--- src/rtl/trakball_quad_gen_pkg.sv ---
// Shared definitions for the trakball step generator: step-FSM states, trakball bus
// bit positions (also used by the misc I/O decode) and the saturating accumulator add.
package trakball_quad_gen_pkg;

    typedef logic [1:0] axis_state_t;

    localparam axis_state_t ST_IDLE  = 2'd0;
    localparam axis_state_t ST_SETUP = 2'd1;
    localparam axis_state_t ST_HIGH  = 2'd2;
    localparam axis_state_t ST_LOW   = 2'd3;

    localparam int TB_S1_H_DIR = 7;
    localparam int TB_S2_H_DIR = 6;
    localparam int TB_S1_H_CK  = 5;
    localparam int TB_S2_H_CK  = 4;
    localparam int TB_S1_V_DIR = 3;
    localparam int TB_S2_V_DIR = 2;
    localparam int TB_S1_V_CK  = 1;
    localparam int TB_S2_V_CK  = 0;

    typedef struct packed {
        logic dir;
        logic ck;
    } axis_drive_t;

    // Add and consume are applied together, then the result is clamped symmetrically.
    function automatic logic signed [31:0] sat_add(input logic signed [31:0] acc,
                                                   input logic signed [31:0] delta,
                                                   input logic signed [31:0] consume,
                                                   input int accWidth);
        logic signed [31:0] sum;
        logic signed [31:0] lim;
        sum = acc + delta - consume;
        lim = (32'sd1 <<< (accWidth - 1)) - 32'sd1;
        if (sum > lim) return lim;
        if (sum < -lim) return -lim;
        return sum;
    endfunction

endpackage

--- src/rtl/trakball_quad_gen_if.sv ---
// Motion packet bus from the mouse front end into the trakball step generator.
interface trakball_quad_gen_if;
    logic              mouse_strobe;
    logic signed [8:0] mouse_dx;
    logic signed [8:0] mouse_dy;

    modport master (output mouse_strobe, output mouse_dx, output mouse_dy);
    modport slave  (input  mouse_strobe, input  mouse_dx, input  mouse_dy);
endinterface

--- src/rtl/trakball_quad_gen_axis.sv ---
// One trakball axis: signed saturating motion accumulator feeding a dir/ck step FSM.
// Outputs are next-state values so the top can register them without extra latency.
module quad_axis_gen
    import trakball_quad_gen_pkg::*;
#(
    parameter int ACC_W    = 10,
    parameter int SETUP_TK = 1,
    parameter int HIGH_TK  = 2,
    parameter int LOW_TK   = 2,
    parameter int INV      = 0
) (
    input  logic              clk_cpu_4x,
    input  logic              reset,
    input  logic              tick_i,
    input  logic              flush_i,
    input  logic              strobe_i,
    input  logic signed [8:0] delta_i,
    output logic              ckNext_o,
    output logic              dirNext_o,
    output logic              busyNext_o,
    output logic              idle_o
);

    axis_state_t              state_q, state_d;
    logic [7:0]               phase_q, phase_d;
    logic signed [ACC_W-1:0]  acc_q, acc_d;
    logic                     dir_q, dir_d;
    logic                     startStep;
    logic                     accPos;
    logic signed [31:0]       addend;
    logic signed [31:0]       consume;

    assign accPos = !acc_q[ACC_W-1] && (acc_q != '0);

    // The tick that ends LOW doubles as the IDLE decision, so back-to-back steps
    // repeat every 1 + SETUP_TK + HIGH_TK + LOW_TK - 1 ticks.
    always_comb begin
        state_d   = state_q;
        phase_d   = phase_q;
        dir_d     = dir_q;
        startStep = 1'b0;
        if (tick_i) begin
            case (state_q)
                ST_IDLE:  startStep = (acc_q != '0);
                ST_SETUP: begin
                    if (phase_q == 8'(SETUP_TK - 1)) begin
                        state_d = ST_HIGH;
                        phase_d = '0;
                    end else begin
                        phase_d = phase_q + 8'd1;
                    end
                end
                ST_HIGH: begin
                    if (phase_q == 8'(HIGH_TK - 1)) begin
                        state_d = ST_LOW;
                        phase_d = '0;
                    end else begin
                        phase_d = phase_q + 8'd1;
                    end
                end
                ST_LOW: begin
                    if (phase_q == 8'(LOW_TK - 1)) begin
                        state_d   = ST_IDLE;
                        phase_d   = '0;
                        startStep = (acc_q != '0);
                    end else begin
                        phase_d = phase_q + 8'd1;
                    end
                end
                default: ;
            endcase
        end
        if (startStep) begin
            state_d = ST_SETUP;
            phase_d = '0;
            dir_d   = accPos ^ (INV != 0);
        end
        addend  = strobe_i ? 32'(delta_i) : 32'sd0;
        consume = startStep ? (accPos ? 32'sd1 : -32'sd1) : 32'sd0;
        acc_d   = ACC_W'(sat_add(32'(acc_q), addend, consume, ACC_W));
        if (flush_i) begin
            state_d = ST_IDLE;
            phase_d = '0;
            acc_d   = '0;
        end
    end

    always_ff @(posedge clk_cpu_4x or posedge reset) begin
        if (reset) begin
            state_q <= ST_IDLE;
            phase_q <= '0;
            acc_q   <= '0;
            dir_q   <= 1'b0;
        end else begin
            state_q <= state_d;
            phase_q <= phase_d;
            acc_q   <= acc_d;
            dir_q   <= dir_d;
        end
    end

    assign ckNext_o   = (state_d == ST_HIGH);
    assign dirNext_o  = dir_d;
    assign busyNext_o = (acc_d != '0) || (state_d != ST_IDLE);
    assign idle_o     = (state_q == ST_IDLE);

endmodule

--- src/rtl/trakball_quad_gen.sv ---
// Mini-Trak Ball transmitter: turns host dx/dy packets into dir/ck step trains on the
// 8-bit trakball bus, routed to player 1, player 2, or mirrored to both.
module trakball_quad_gen
    import trakball_quad_gen_pkg::*;
#(
    parameter int ACC_W    = 10,
    parameter int TICK_DIV = 6,
    parameter int SETUP_TK = 1,
    parameter int HIGH_TK  = 2,
    parameter int LOW_TK   = 2,
    parameter int INV_H    = 0,
    parameter int INV_V    = 0
) (
    input  logic                 clk_cpu_4x,
    input  logic                 reset,
    trakball_quad_gen_if.slave   mouse,
    input  logic                 player_sel,
    input  logic                 mirror,
    input  logic                 flush,
    output logic [7:0]           trakball_o,
    output logic                 busy_o
);

    logic [7:0]  tickCnt_q;
    logic        tick;
    axis_drive_t hDrive, vDrive;
    logic        hBusy, vBusy, hIdle, vIdle;
    logic        sel_q, mirror_q;
    logic        selNow, mirrorNow, drive1, drive2;
    logic [7:0]  trakball_q, trakball_d;
    logic        busy_q;

    assign tick = (tickCnt_q == 8'(TICK_DIV - 1));

    always_ff @(posedge clk_cpu_4x or posedge reset) begin
        if (reset) tickCnt_q <= '0;
        else       tickCnt_q <= tick ? '0 : tickCnt_q + 8'd1;
    end

    quad_axis_gen #(
        .ACC_W(ACC_W), .SETUP_TK(SETUP_TK), .HIGH_TK(HIGH_TK), .LOW_TK(LOW_TK), .INV(INV_H)
    ) uAxisH (
        .clk_cpu_4x(clk_cpu_4x), .reset(reset), .tick_i(tick), .flush_i(flush),
        .strobe_i(mouse.mouse_strobe), .delta_i(mouse.mouse_dx),
        .ckNext_o(hDrive.ck), .dirNext_o(hDrive.dir), .busyNext_o(hBusy), .idle_o(hIdle)
    );

    quad_axis_gen #(
        .ACC_W(ACC_W), .SETUP_TK(SETUP_TK), .HIGH_TK(HIGH_TK), .LOW_TK(LOW_TK), .INV(INV_V)
    ) uAxisV (
        .clk_cpu_4x(clk_cpu_4x), .reset(reset), .tick_i(tick), .flush_i(flush),
        .strobe_i(mouse.mouse_strobe), .delta_i(mouse.mouse_dy),
        .ckNext_o(vDrive.ck), .dirNext_o(vDrive.dir), .busyNext_o(vBusy), .idle_o(vIdle)
    );

    // Routing only follows player_sel/mirror while both axes sit in IDLE, so a step
    // always finishes on the lines it started on. Undriven dir lines keep their value.
    always_comb begin
        selNow    = (hIdle && vIdle) ? player_sel : sel_q;
        mirrorNow = (hIdle && vIdle) ? mirror     : mirror_q;
        drive1    = mirrorNow || !selNow;
        drive2    = mirrorNow || selNow;
        trakball_d = trakball_q;
        trakball_d[TB_S1_H_CK] = 1'b0;
        trakball_d[TB_S2_H_CK] = 1'b0;
        trakball_d[TB_S1_V_CK] = 1'b0;
        trakball_d[TB_S2_V_CK] = 1'b0;
        if (drive1) begin
            trakball_d[TB_S1_H_DIR] = hDrive.dir;
            trakball_d[TB_S1_H_CK]  = hDrive.ck;
            trakball_d[TB_S1_V_DIR] = vDrive.dir;
            trakball_d[TB_S1_V_CK]  = vDrive.ck;
        end
        if (drive2) begin
            trakball_d[TB_S2_H_DIR] = hDrive.dir;
            trakball_d[TB_S2_H_CK]  = hDrive.ck;
            trakball_d[TB_S2_V_DIR] = vDrive.dir;
            trakball_d[TB_S2_V_CK]  = vDrive.ck;
        end
    end

    always_ff @(posedge clk_cpu_4x or posedge reset) begin
        if (reset) begin
            sel_q      <= 1'b0;
            mirror_q   <= 1'b0;
            trakball_q <= 8'h00;
            busy_q     <= 1'b0;
        end else begin
            sel_q      <= selNow;
            mirror_q   <= mirrorNow;
            trakball_q <= trakball_d;
            busy_q     <= hBusy || vBusy;
        end
    end

    assign trakball_o = trakball_q;
    assign busy_o     = busy_q;

endmodule

--- src/flat_wrapper.sv ---
// flat-port wrapper written by rule: the top's interface ports become plain ports
module trakball_quad_gen_flat import trakball_quad_gen_pkg::*;
#(
    parameter int ACC_W    = 10,
    parameter int TICK_DIV = 6,
    parameter int SETUP_TK = 1,
    parameter int HIGH_TK  = 2,
    parameter int LOW_TK   = 2,
    parameter int INV_H    = 0,
    parameter int INV_V    = 0
)
  (clk_cpu_4x, reset, player_sel, mirror, flush, trakball_o, busy_o, mouse_mouse_strobe, mouse_mouse_dx, mouse_mouse_dy);
  trakball_quad_gen_if mouse_i ();
  input  logic clk_cpu_4x;
  input  logic reset;
  input  logic player_sel;
  input  logic mirror;
  input  logic flush;
  output logic [7:0] trakball_o;
  output logic busy_o;
  input wire logic [$bits(mouse_i.mouse_strobe)-1:0] mouse_mouse_strobe;
  input wire logic [$bits(mouse_i.mouse_dx)-1:0] mouse_mouse_dx;
  input wire logic [$bits(mouse_i.mouse_dy)-1:0] mouse_mouse_dy;
  assign mouse_i.mouse_strobe = mouse_mouse_strobe;
  assign mouse_i.mouse_dx = mouse_mouse_dx;
  assign mouse_i.mouse_dy = mouse_mouse_dy;
  trakball_quad_gen #(.ACC_W(ACC_W), .TICK_DIV(TICK_DIV), .SETUP_TK(SETUP_TK), .HIGH_TK(HIGH_TK), .LOW_TK(LOW_TK), .INV_H(INV_H), .INV_V(INV_V)) u_core (.clk_cpu_4x(clk_cpu_4x), .reset(reset), .mouse(mouse_i), .player_sel(player_sel), .mirror(mirror), .flush(flush), .trakball_o(trakball_o), .busy_o(busy_o));
endmodule
--- config.mk ---
export PLATFORM = sky130hd
export DESIGN_NAME = trakball_quad_gen_flat
export DESIGN_NICKNAME = d
export VERILOG_FILES = /design/src/rtl/trakball_quad_gen_pkg.sv /design/src/rtl/trakball_quad_gen_if.sv /design/src/rtl/trakball_quad_gen_axis.sv /design/src/rtl/trakball_quad_gen.sv /design/src/flat_wrapper.sv
export SDC_FILE = /design/constraint.sdc
export NUM_CORES = 1
export LEC_CHECK = 0
export ABC_AREA = 1
export CORE_MARGIN = 2
export CORE_UTILIZATION = 45
export CTS_CLUSTER_SIZE = 8
export DETAILED_ROUTE_END_ITERATION = 10
export DONT_BUFFER_PORTS = 1
export HOLD_SLACK_MARGIN = 0.02
export SETUP_SLACK_MARGIN = 0.5
export SLEW_MARGIN = 20
export SYNTH_ARGS = -nofsm -noshare
export SYNTH_HDL_FRONTEND = slang
export SYNTH_HIERARCHICAL = 1
export SYNTH_SLANG_ARGS = --single-unit
--- constraint.sdc ---
create_clock -name clk_cpu_4x -period 7.1 [get_ports clk_cpu_4x]
set_input_delay 0 -clock clk_cpu_4x [delete_from_list [all_inputs] [get_ports clk_cpu_4x]]
set_output_delay 0 -clock clk_cpu_4x [all_outputs]
set_load 0.02 [all_outputs]
==> out/summary.txt <==
Reg2Reg Launch Point = u_core/tickCnt_q[1]$_DFF_PP0_
DR vias/cell = 4.88
Distinct cells, synth = 40
DP HPWL = 10600 um
Dominant cell type by area after synthesis = dfrtp_1
Layout area overhead = 9.18%
Synthesized area = 5900 um^2
Die width = 119 um
Post-synth net total = 930
Clock root cell = clkbuf_16
Synth Area in Adders = 0.193
Worst Setup End Kind = flop
Setup Buffers After CTS = 0
PortBufs = 0
Setup CP Type = flop to flop
Die footprint = 14000 um^2
Maximum vdd drop = 0.273 mV
Antenna Diode Count = 0
Inst Count DP = 1005
RD Place Congestion = 0.907
LEAKAGE = 3.48 nW
Top delay family on crit path = simple AND/OR/NAND/NOR gates
H-Tree Depth = 3
Synth Flop Type = dfrtp_1
Largest net degree at the start of global routing = 22
Post-route DRC = 0
Max_cap viols = 0
CP Launch Type = flop
Status = finished, final reports clean
Min Hold Slack = 0.0323 ns
Initial DRC count = 312
Max incr delay on CP = 0.60 ns
Fin crit period = 5.87 ns
CP Launch Point = u_core/tickCnt_q[1]$_DFF_PP0_
Fin. max-slew vios = 0
Core Area = 12700 um^2
Total global-route track usage = 0.195
Tcrit/Tclk final = 0.827
Setup Skew = 0.00546 ns
Seq/Total Area, Yosys = 0.259
Flops & latches, synth = 61
EDFF count, synth = 0
CP bufs+invs = 6
CP required = 7.31 ns
RSZ-0062 raised after global routing = false
Reg clk slew, reported paths = 0.05 ns
Synth Area in Compound Gates = 0.0706
Share of layout cells above drive strength 1 = 0.0986
Post-route setup slack = 1.23 ns
Post-route insts no fill = 1024
WL per Instance = 12.6 um
CTS Buf Count = 9
Share of synthesized area spent on multiplexers = 0
Post-synth top area share = 0.259
Post-synth top cells = nand2_1, inv_1, nor2_1, nand3_1, dfrtp_1
Vias in the first global route = 5036
Final Hold Viols = 0
Measured slew at the worst slew-check pin = 0.857 ns
Initial antenna violation count = 0
Fmax achieved = 170 MHz
Final wirelength = 12900 um
Chip height = 119 um
Slowest CP cell = fa_1
Synth area leaders = dfrtp_1, nand2_1, inv_1, fa_1, ha_1
# setup viols final = 0
Final Net Count = 944
Final ANT Viol Nets = 0
Sum Neg Setup Slack = 0 ns
Clk sinks = 61
Place WS = 1.14 ns
FFs w/ async S/R, synth = 1.00
Relative slew slack = 0.428
Detailed-route via count = 4992
Worst hold path class = primary input to flop
Total grt overflow = 0
Row cnt = 41
Ys Warns = 6
Most instantiated library cell after synthesis = nand2_1
Crit Path Max Fanout = 10
Initial Utilization = 0.464
I/O pin total = 33
CP most frequent cell = inv_1
Cells after synthesis = 834
Maximum clock path buffer count = 2
Clock Latency Late Sink = 0.33 ns
Global-route wire length before repair = 22600 um
Largest family of logic cells by synthesized area = simple AND/OR/NAND/NOR gates
Area share of and/or/nand/nor cells after synthesis = 0.344
Pwr dens = 446 nW/um^2
CTS tree = done
Post-synthesis xor/xnor area fraction = 0.0104
First drt pass iteration count = 4
Mean Syn Cell Area = 7.08 um^2
Min-delay src = flush
Worst Path Arrival = 6.08 ns
[metrics by stage]
| step | power, mW | area (um^2) | utilization |
|---|---|---|---|
| floorplan | 2.08 | 5900 | - |
| global placement | 2.45 | 6120 | 0.481 |
| detailed placement | 2.48 | 6120 | 0.481 |
| CTS | 2.90 | 6440 | 0.506 |
| global route | 3.23 | 6440 | 0.506 |
| finish | 2.87 | 6440 | 0.506 |
[worst reg2reg max path: cells and delay by family (launching register included)]
family | cells | cell delay [ns]
adder cells (fa/ha/maj) | 4 | 1.59
flip-flops | 1 | 0.39
AO/OA/AOI/OAI | 4 | 0.93
AND/OR/NAND/NOR | 14 | 2.03
buffers and inverters | 6 | 0.79
[timing repair]
action / in CTS / in global routing
hold buffers: 4 / 0
resized for setup: 0 / 1
setup endpoints to repair: 0 / 1
endpoints found under the hold margin: 88 / 0
[kinds of logic after synthesis]
family / Yosys count
AND/OR/NAND/NOR: 441
flip-flops: 61
buffers and inverters: 193
XOR/XNOR: 7
adder cells (fa/ha/maj): 72
AO/OA/AOI/OAI: 60
[worst paths after layout]
check,end,slack [ns],cells after the start
worst min-delay path,u_core/uAxisH/phase_q[6]$_DFFE_PP0P_,0.03,3
max in group asynchronous,u_core/uAxisV/state_q[0]$_DFF_PP0_,6.22,2
min in group asynchronous,u_core/trakball_o[6]$_DFFE_PP0N_,0.30,2
worst max-delay path,u_core/busy_o$_DFF_PP0_,1.23,28
worst max register to register,u_core/busy_o$_DFF_PP0_,1.23,28
worst min register to register,u_core/mirror_q$_DFF_PP0_,0.49,2
[registers in the layout, indices dropped and copies added (netlist names)]
name / count
u_core/uAxisV/dir_q: 1
u_core/uAxisH/acc_q: 10
u_core/mirror_q: 1
u_core/trakball_o: 8
u_core/uAxisV/acc_q: 10
u_core/tickCnt_q: 8
u_core/busy_o: 1
u_core/uAxisH/dir_q: 1
u_core/sel_q: 1
u_core/uAxisV/state_q: 2
u_core/uAxisV/phase_q: 8
u_core/uAxisH/state_q: 2
u_core/uAxisH/phase_q: 8
[metal layers]
| metal | share of wire | routed length [um] | track usage |
|---|---|---|---|
| met5 | 0 | 0 | 0 |
| met2 | 0.50 | 6450 | 0.352 |
| met1 | 0.46 | 5860 | 0.237 |
| met4 | 0.011 | 135 | 0.0417 |
| met3 | 0.032 | 412 | 0.0473 |
[where the power goes]
part,leakage [nW],internal [mW],switching [mW]
Combinational,2.55,0.710,1.30
Clock,0.139,0.262,0.142
Sequential,0.791,0.417,0.0442
Total,3.48,1.39,1.48
[final cells by class]
cell class	count	area, um^2
clock buffers	14	274
clock inverters	1	5.00
fillers	1297	6280
inverters	190	713
multi-input cells	580	3650
flip-flops and latches	61	1530
well taps	172	215
repair buffers	6	55.1
[cells in the final DEF (no fill, tap or decap), types with 4 or more instances in the layout]
cell	netlist	routed
xor2_1	5	5
nand2_2	24	24
o21ai_4	4	4
ha_1	40	40
nand4_1	13	13
nand3b_1	4	4
nor3b_1	4	4
nand3_1	62	62
nor2_1	67	67
nor2_2	7	6
clkbuf_16	0	9
nand3_2	10	10
o21ai_0	21	21
a21oi_2	8	8
inv_1	183	183
nor3_1	17	17
dlygate4sd3_1	0	4
o211ai_1	4	4
fa_1	32	32
a21oi_1	11	11
inv_2	6	6
dfrtp_1	61	61
nand2_1	216	216
nor4_1	8	8
No activity file was read; power rests on OpenSTA's default activity.
